==> config.mk <==
export PLATFORM = sky130hd
export DESIGN_NAME = typer_draw_engine
export DESIGN_NICKNAME = d
export VERILOG_FILES = /design/src/rtl/typer_draw_pkg.sv /design/src/rtl/char_index_to_pixel.sv /design/src/rtl/typer_draw_engine.sv
export SDC_FILE = /design/constraint.sdc
export NUM_CORES = 1
export LEC_CHECK = 0
export ABC_AREA = 1
export BUFFER_PORTS_ARGS = -buffer_cell sky130_fd_sc_hd__buf_2
export CORE_ASPECT_RATIO = 1.5
export CORE_MARGIN = 4
export CORE_UTILIZATION = 54
export DETAILED_ROUTE_END_ITERATION = 10
export GPL_TIMING_DRIVEN = 0
export PLACE_DENSITY = 0.84
export SLEW_MARGIN = 25
export SYNTH_ARGS = -nofsm -noshare
export SYNTH_HDL_FRONTEND = slang
export SYNTH_SLANG_ARGS = --single-unit
==> constraint.sdc <==
create_clock -name i_clk -period 3.15 [get_ports i_clk]
set_clock_uncertainty 0.2 [all_clocks]
set_input_delay 0.1575 -clock i_clk [delete_from_list [all_inputs] [get_ports i_clk]]
set_output_delay 0.1575 -clock i_clk [all_outputs]
set_load 0.02 [all_outputs]
==> src/rtl/typer_draw_pkg.sv <==
// rtl/typer_draw_pkg.sv - resolution, text-grid, colour constants and engine state encoding
package typer_draw_pkg;

    localparam int H_RES         = 640;
    localparam int V_RES         = 480;
    localparam int CHARS_PER_ROW = 32;

    localparam logic [18:0] PIXELS          = 19'(H_RES * V_RES);
    localparam logic [18:0] LINE_STRIDE     = 19'(H_RES);
    localparam logic [18:0] CELL_ROW_STRIDE = 19'(8 * H_RES);

    localparam logic [2:0] FG_COLOR   = 3'b111;
    localparam logic [2:0] BG_COLOR   = 3'b000;
    localparam logic [2:0] DRAW_COLOR = 3'b010;

    typedef enum logic [1:0] {
        IDLE,
        T_FETCH,
        T_WRITE,
        D_WRITE
    } state_t;

endpackage

==> src/rtl/char_index_to_pixel.sv <==
// rtl/char_index_to_pixel.sv - text-grid cell index to top-left pixel address of its 8x8 cell
module char_index_to_pixel
    import typer_draw_pkg::*;
(
    input  logic [7:0]  i_char_index,
    output logic [18:0] o_base
);

    logic [18:0] w_row_offset;
    logic [18:0] w_col_offset;

    // Low five bits pick the column (CHARS_PER_ROW wide), upper three the cell row.
    assign w_row_offset = {16'd0, i_char_index[7:5]} * CELL_ROW_STRIDE;
    assign w_col_offset = {11'd0, i_char_index[4:0], 3'b000};
    assign o_base       = w_row_offset + w_col_offset;

endmodule

==> src/rtl/typer_draw_engine.sv <==
// rtl/typer_draw_engine.sv - single-port pixel writer: 8x8 glyph renderer or single-pixel plotter
module typer_draw_engine
    import typer_draw_pkg::*;
(
    input  logic        i_clk,
    input  logic        i_rst_n,
    input  logic        i_typer_start,
    input  logic [7:0]  i_char_index,
    input  logic [7:0]  i_character,
    output logic [10:0] o_font_addr,
    input  logic [7:0]  i_font_row,
    output logic        o_typer_ready,
    input  logic        i_draw_start,
    input  logic [18:0] i_draw_pixeladdr,
    output logic        o_draw_ready,
    output logic [18:0] o_mem_waddr,
    output logic [2:0]  o_mem_wdata,
    output logic        o_mem_wenable
);

    state_t      r_state;
    state_t      w_state_nxt;
    logic [2:0]  r_row;
    logic [2:0]  r_col;
    logic [7:0]  r_char;
    logic [7:0]  r_glyph;
    logic [18:0] r_base;

    logic [18:0] r_waddr;
    logic [18:0] w_waddr_nxt;
    logic [2:0]  r_wdata;
    logic [2:0]  w_wdata_nxt;
    logic        r_wen;
    logic        w_wen_nxt;
    logic [10:0] r_font_addr;
    logic [10:0] w_font_addr_nxt;
    logic        r_ready;
    logic        w_ready_nxt;

    logic [18:0] w_cell_base;
    logic [18:0] w_line_addr;
    logic [2:0]  w_next_col;
    logic        w_accept_t;
    logic        w_accept_d;

    char_index_to_pixel u_cell_base (
        .i_char_index (i_char_index),
        .o_base       (w_cell_base)
    );

    // Typer has priority when both requests land in the same idle cycle.
    assign w_accept_t  = (r_state == IDLE) && i_typer_start;
    assign w_accept_d  = (r_state == IDLE) && !i_typer_start && i_draw_start;
    assign w_line_addr = r_base + ({16'd0, r_row} * LINE_STRIDE);
    assign w_next_col  = r_col + 3'd1;

    always_ff @(posedge i_clk or negedge i_rst_n) begin
        if (!i_rst_n) begin
            r_state     <= IDLE;
            r_row       <= 3'd0;
            r_col       <= 3'd0;
            r_char      <= 8'd0;
            r_glyph     <= 8'd0;
            r_base      <= 19'd0;
            r_waddr     <= 19'd0;
            r_wdata     <= 3'd0;
            r_wen       <= 1'b0;
            r_font_addr <= 11'd0;
            r_ready     <= 1'b1;
        end else begin
            r_state     <= w_state_nxt;
            r_waddr     <= w_waddr_nxt;
            r_wdata     <= w_wdata_nxt;
            r_wen       <= w_wen_nxt;
            r_font_addr <= w_font_addr_nxt;
            r_ready     <= w_ready_nxt;
            if (w_accept_t) begin
                r_char <= i_character;
                r_base <= w_cell_base;
                r_row  <= 3'd0;
            end
            // ROM row is presented throughout FETCH and latched as WRITE begins.
            if (r_state == T_FETCH) begin
                r_glyph <= i_font_row;
                r_col   <= 3'd0;
            end
            if (r_state == T_WRITE) begin
                r_col <= w_next_col;
                if (r_col == 3'd7) r_row <= r_row + 3'd1;
            end
        end
    end

    always_comb begin
        w_state_nxt = r_state;
        case (r_state)
            IDLE: begin
                if (w_accept_t)      w_state_nxt = T_FETCH;
                else if (w_accept_d) w_state_nxt = D_WRITE;
            end
            T_FETCH: w_state_nxt = T_WRITE;
            T_WRITE: begin
                if (r_col == 3'd7) w_state_nxt = (r_row == 3'd7) ? IDLE : T_FETCH;
            end
            D_WRITE: w_state_nxt = IDLE;
            default: w_state_nxt = IDLE;
        endcase
    end

    // Computes the value each output register takes at the next edge.
    always_comb begin
        w_waddr_nxt     = r_waddr;
        w_wdata_nxt     = r_wdata;
        w_wen_nxt       = 1'b0;
        w_font_addr_nxt = r_font_addr;
        w_ready_nxt     = r_ready;
        case (r_state)
            IDLE: begin
                if (w_accept_t) begin
                    w_font_addr_nxt = {i_character, 3'd0};
                    w_ready_nxt     = 1'b0;
                end else if (w_accept_d) begin
                    w_ready_nxt = 1'b0;
                    if (i_draw_pixeladdr < PIXELS) begin
                        w_waddr_nxt = i_draw_pixeladdr;
                        w_wdata_nxt = DRAW_COLOR;
                        w_wen_nxt   = 1'b1;
                    end
                end
            end
            T_FETCH: begin
                w_waddr_nxt = w_line_addr;
                w_wdata_nxt = i_font_row[7] ? FG_COLOR : BG_COLOR;
                w_wen_nxt   = 1'b1;
            end
            T_WRITE: begin
                if (r_col == 3'd7) begin
                    if (r_row == 3'd7) w_ready_nxt = 1'b1;
                    else               w_font_addr_nxt = {r_char, r_row + 3'd1};
                end else begin
                    w_waddr_nxt = w_line_addr + {16'd0, w_next_col};
                    w_wdata_nxt = r_glyph[3'd7 - w_next_col] ? FG_COLOR : BG_COLOR;
                    w_wen_nxt   = 1'b1;
                end
            end
            D_WRITE: w_ready_nxt = 1'b1;
            default: w_ready_nxt = 1'b1;
        endcase
    end

    assign o_font_addr   = r_font_addr;
    assign o_typer_ready = r_ready;
    assign o_draw_ready  = r_ready;
    assign o_mem_waddr   = r_waddr;
    assign o_mem_wdata   = r_wdata;
    assign o_mem_wenable = r_wen;

endmodule

==> metrics.md <==
| Metric | Value |
|---|---|
| Pleak | `2.57 nW` |
| Reg2Reg Launch Point | `r_row[0]$_DFF_PN0_` |
| CTS Sinks | `69` |
| Arr. time, crit path | `2.57 ns` |
| Post-DP HPWL | `6.41 mm` |
| Hold EP | `r_base[12]$_DFFE_PN0P_` |
| Register share of total power | `32.2%` |
| Syn_area_per_cell | `8.08 um2` |
| Worst path cell trace | `ha_1 -> ha_1 -> ha_1 -> ha_1 -> nand2_1 -> inv_1 -> a21oi_1 -> nand2_1 -> nand3_1 -> nand3_1 -> nand2_1 -> nand2_1` |
| Clock buffer depth | `2` |
| Capturing point of the worst reg2reg path | `o_mem_waddr[15]$_DFFE_PN0P_` |
| Critical path class | `reg2reg` |
| Slew headroom | `64.0%` |
| Status | `complete, no violations` |
| R2R setup slack | `0.61 ns` |
| Initial Utilization | `56.6%` |
| Yosys top cell area share | `48.0%` |
| Worst-path clk slew | `0.07 ns` |
| Cell area after synthesis | `0.00355 mm2` |
| Vias per cell | `5.35` |
| Core area | `0.00626 mm2` |
| Num CTS Buffers | `9` |
| Largest net degree at the start of global routing | `38` |
| CP max stage delay | `0.43 ns` |
| Wire per inst | `14.7 um` |
| Async set-reset flop share out of synthesis | `100%` |
| DP Cell Count | `596` |
| Uppermost routed layer | `met4` |
| Final slew viol count | `0` |
| Sw Ratio | `45.3%` |
| CP Max Fanout | `4` |
| Final nets | `643` |
| Hold_ws | `0.0118 ns` |
| Worst setup margin | `0.613 ns` |
| Final Hold Fails | `0` |
| Top cells by area, synth | `dfrtp_1, nand2_1, ha_1, o21ai_0, inv_1` |
| EDFF count, synth | `0` |
| Die ar. | `0.00796 mm2` |
| Switching power total | `0.00210 W` |
| Synth cell types | `28` |
| Worst Reg-to-Reg Cells | `12` |
| Most instantiated library cell after synthesis | `nand2_1` |
| Worst hold path stage count | `3` |
| Remaining antenna violation count | `0` |
| Syn_nets | `506` |
| Dpl ws | `0.715 ns` |
| Final setup viols | `0` |
| Synth Flop Type | `dfrtp_1` |
| Flops & latches, synth | `69` |
| Unrepaired setup endpoints after global routing | `false` |
| Clk root buf | `clkbuf_8` |
| Setup bufs post-CTS | `0` |
| Starting DRT DRC Count | `294` |
| Max-Cap Viols | `0` |
| CTS tree | `yes` |
| Area Overhead vs Synth | `32.9%` |
| Max H-tree Level | `3` |
| Placer Congestion | `0.848` |
| Setup TNS | `0 ns` |
| Fmax | `394 MHz` |
| Synth area leader | `dfrtp_1` |
| Logic pwr share | `51.6%` |
| Met3 wire len | `686 um` |
| Row count | `35` |
| Boundary Pins | `83` |
| Worst path required time | `3.18 ns` |
| Die height | `107 um` |
| DR vias | `3504` |
| Share of layout cells above drive strength 1 | `20.7%` |
| WL met2 | `4.88 mm` |
| Drt drc | `0` |
| Ant diodes | `0` |
| Cells after Synth | `439` |
| I/O Buffers | `82` |
| Synthesis Warnings | `0` |
| Sequential-to-total area share from yosys stat | `48.7%` |
| Vias in the first global route | `3471` |
| Filler cells | `428` |
| CP Capture Type | `flop` |
| Die width | `74.2 um` |
| Router iterations before antenna repair | `6` |
| Final WL | `9.61 mm` |
| Pwr dens | `986 mW/mm2` |
| Initial antenna violation count | `0` |
| DRT met1 WL | `3.65 mm` |
| Aggregate global routing overflow | `0` |
| Global-route wire length before repair | `15.7 mm` |
| Final cell count without fillers | `655` |
| Tmin final | `2.54 ns` |
| Clock latency on the worst-skew pair | `0.34 ns` |
| Hold-fix buffers at CTS | `43` |
| Clk pwr share | `16.2%` |
| Worst path slowest cell | `dfrtp_1` |
| Post-synth top cells | `nand2_1, dfrtp_1, inv_1, o21ai_0` |
| Tightest Pin Transition | `0.540 ns` |
| Hold Crit Start | `i_char_index[7]` |
| Worst vdd ir | `0.535 mV` |
| HP Class | `in2reg` |
| GRT Overall Usage | `26.0%` |
| Crit path launch type | `flop` |
| Int Power | `0.00254 W` |
| # resized after CTS | `0` |
| Period utilization | `80.5%` |
-- area by class of cell --
cell class | instances | area (um2) | share of cell area (%)
Multi-Input combinational cell | 305 | 1550 | 32.8
Clock buffer | 13 | 169 | 3.58
Sequential cell | 69 | 1730 | 36.7
Buffer | 16 | 88.8 | 1.88
Timing Repair Buffer | 126 | 863 | 18.3
Inverter | 49 | 184 | 3.90
Tap cell | 74 | 92.6 | 1.96
Clock inverter | 3 | 42.5 | 0.902
-- flip-flops by register name, indices dropped and copies added, names as in the netlist --
register,cells
r_state,2
o_mem_waddr,19
o_mem_wdata,2
r_base,11
o_mem_wenable,1
r_col,3
r_char,8
r_row,3
r_glyph,8
o_draw_ready,1
o_font_addr,11
-- metrics by stage --
step / power [W] / area [um2] / util (%)
final: 0.00465 / 4710 / 75.3
after global routing: 0.00500 / 4710 / 75.3
after CTS: 0.00459 / 4710 / 75.3
after detailed placement: 0.00377 / 4070 / 65.0
after global placement: 0.00367 / 4050 / 64.7
after floorplan: 0.00311 / 3550 / -
-- cells by family after synthesis --
family | Yosys count | share of synthesized area, %
mux | 8 | 2.54
buf+inv | 65 | 7.69
xor+xnor | 1 | 0.247
compound gates | 67 | 10.0
fa+ha+maj | 20 | 7.05
simple gates | 209 | 23.7
flops | 69 | 48.7
-- how the worst max path moves through the flow --
| stage | from | endpoint | slack [ns] |
|---|---|---|---|
| 6_report | r_row[0]$_DFF_PN0_ | o_mem_waddr[15]$_DFFE_PN0P_ | 0.61 |
| 3_3_place_gp | r_row[0]$_DFF_PN0_ | o_mem_waddr[13]$_DFFE_PN0P_ | 0.78 |
| 2_1_floorplan | r_row[0]$_DFF_PN0_ | o_mem_waddr[15]$_DFFE_PN0P_ | 0.93 |
| 5_1_grt | r_row[0]$_DFF_PN0_ | o_mem_waddr[13]$_DFFE_PN0P_ | 0.40 |
| 4_1_cts | r_row[0]$_DFF_PN0_ | o_mem_waddr[13]$_DFFE_PN0P_ | 0.67 |
| 3_5_place_dp | r_row[0]$_DFF_PN0_ | o_mem_waddr[15]$_DFFE_PN0P_ | 0.72 |
-- placed cells by master (no fill, tap or decap), types with 2 or more instances in the layout --
cell / instances
dfrtp_1: 68
buf_2: 83
ha_1: 20
a22oi_1: 6
o21ai_1: 2
dlygate4sd3_1: 43
clkbuf_8: 12
a21oi_1: 15
o21ai_0: 42
clkinv_1: 2
mux2_2: 8
clkbuf_1: 8
nand2_1: 143
buf_4: 6
nand3_1: 30
nor2_1: 30
inv_1: 46
-- layer usage --
metal	global-route usage, %	vias to the layer above
met3	4.86	34
met2	44.9	169
li1	-	1681
met4	14.4	0
met5	0	-
met1	29.2	1620
-- critical path: cells and delay by family (launching register included) --
kind	cells	cell delay (ns)
adders and majority gates	4	1.03
and+or+nand+nor	6	0.51
DFF	1	0.43
AOI/OAI and AO/OA	1	0.19
buffers and inverters	1	0.06
-- power groups by stage --
stage | sequential, W | clock [W] | combinational (W)
finish | 0.00150 | 0.000754 | 0.00240
floorplan | 0.00168 | 0 | 0.00143
global route | 0.00153 | 0.000798 | 0.00267
CTS | 0.00148 | 0.000766 | 0.00234
detailed placement | 0.00149 | 0 | 0.00228
global placement | 0.00147 | 0 | 0.00220
Note: power is estimated with default switching activity, not from simulation.
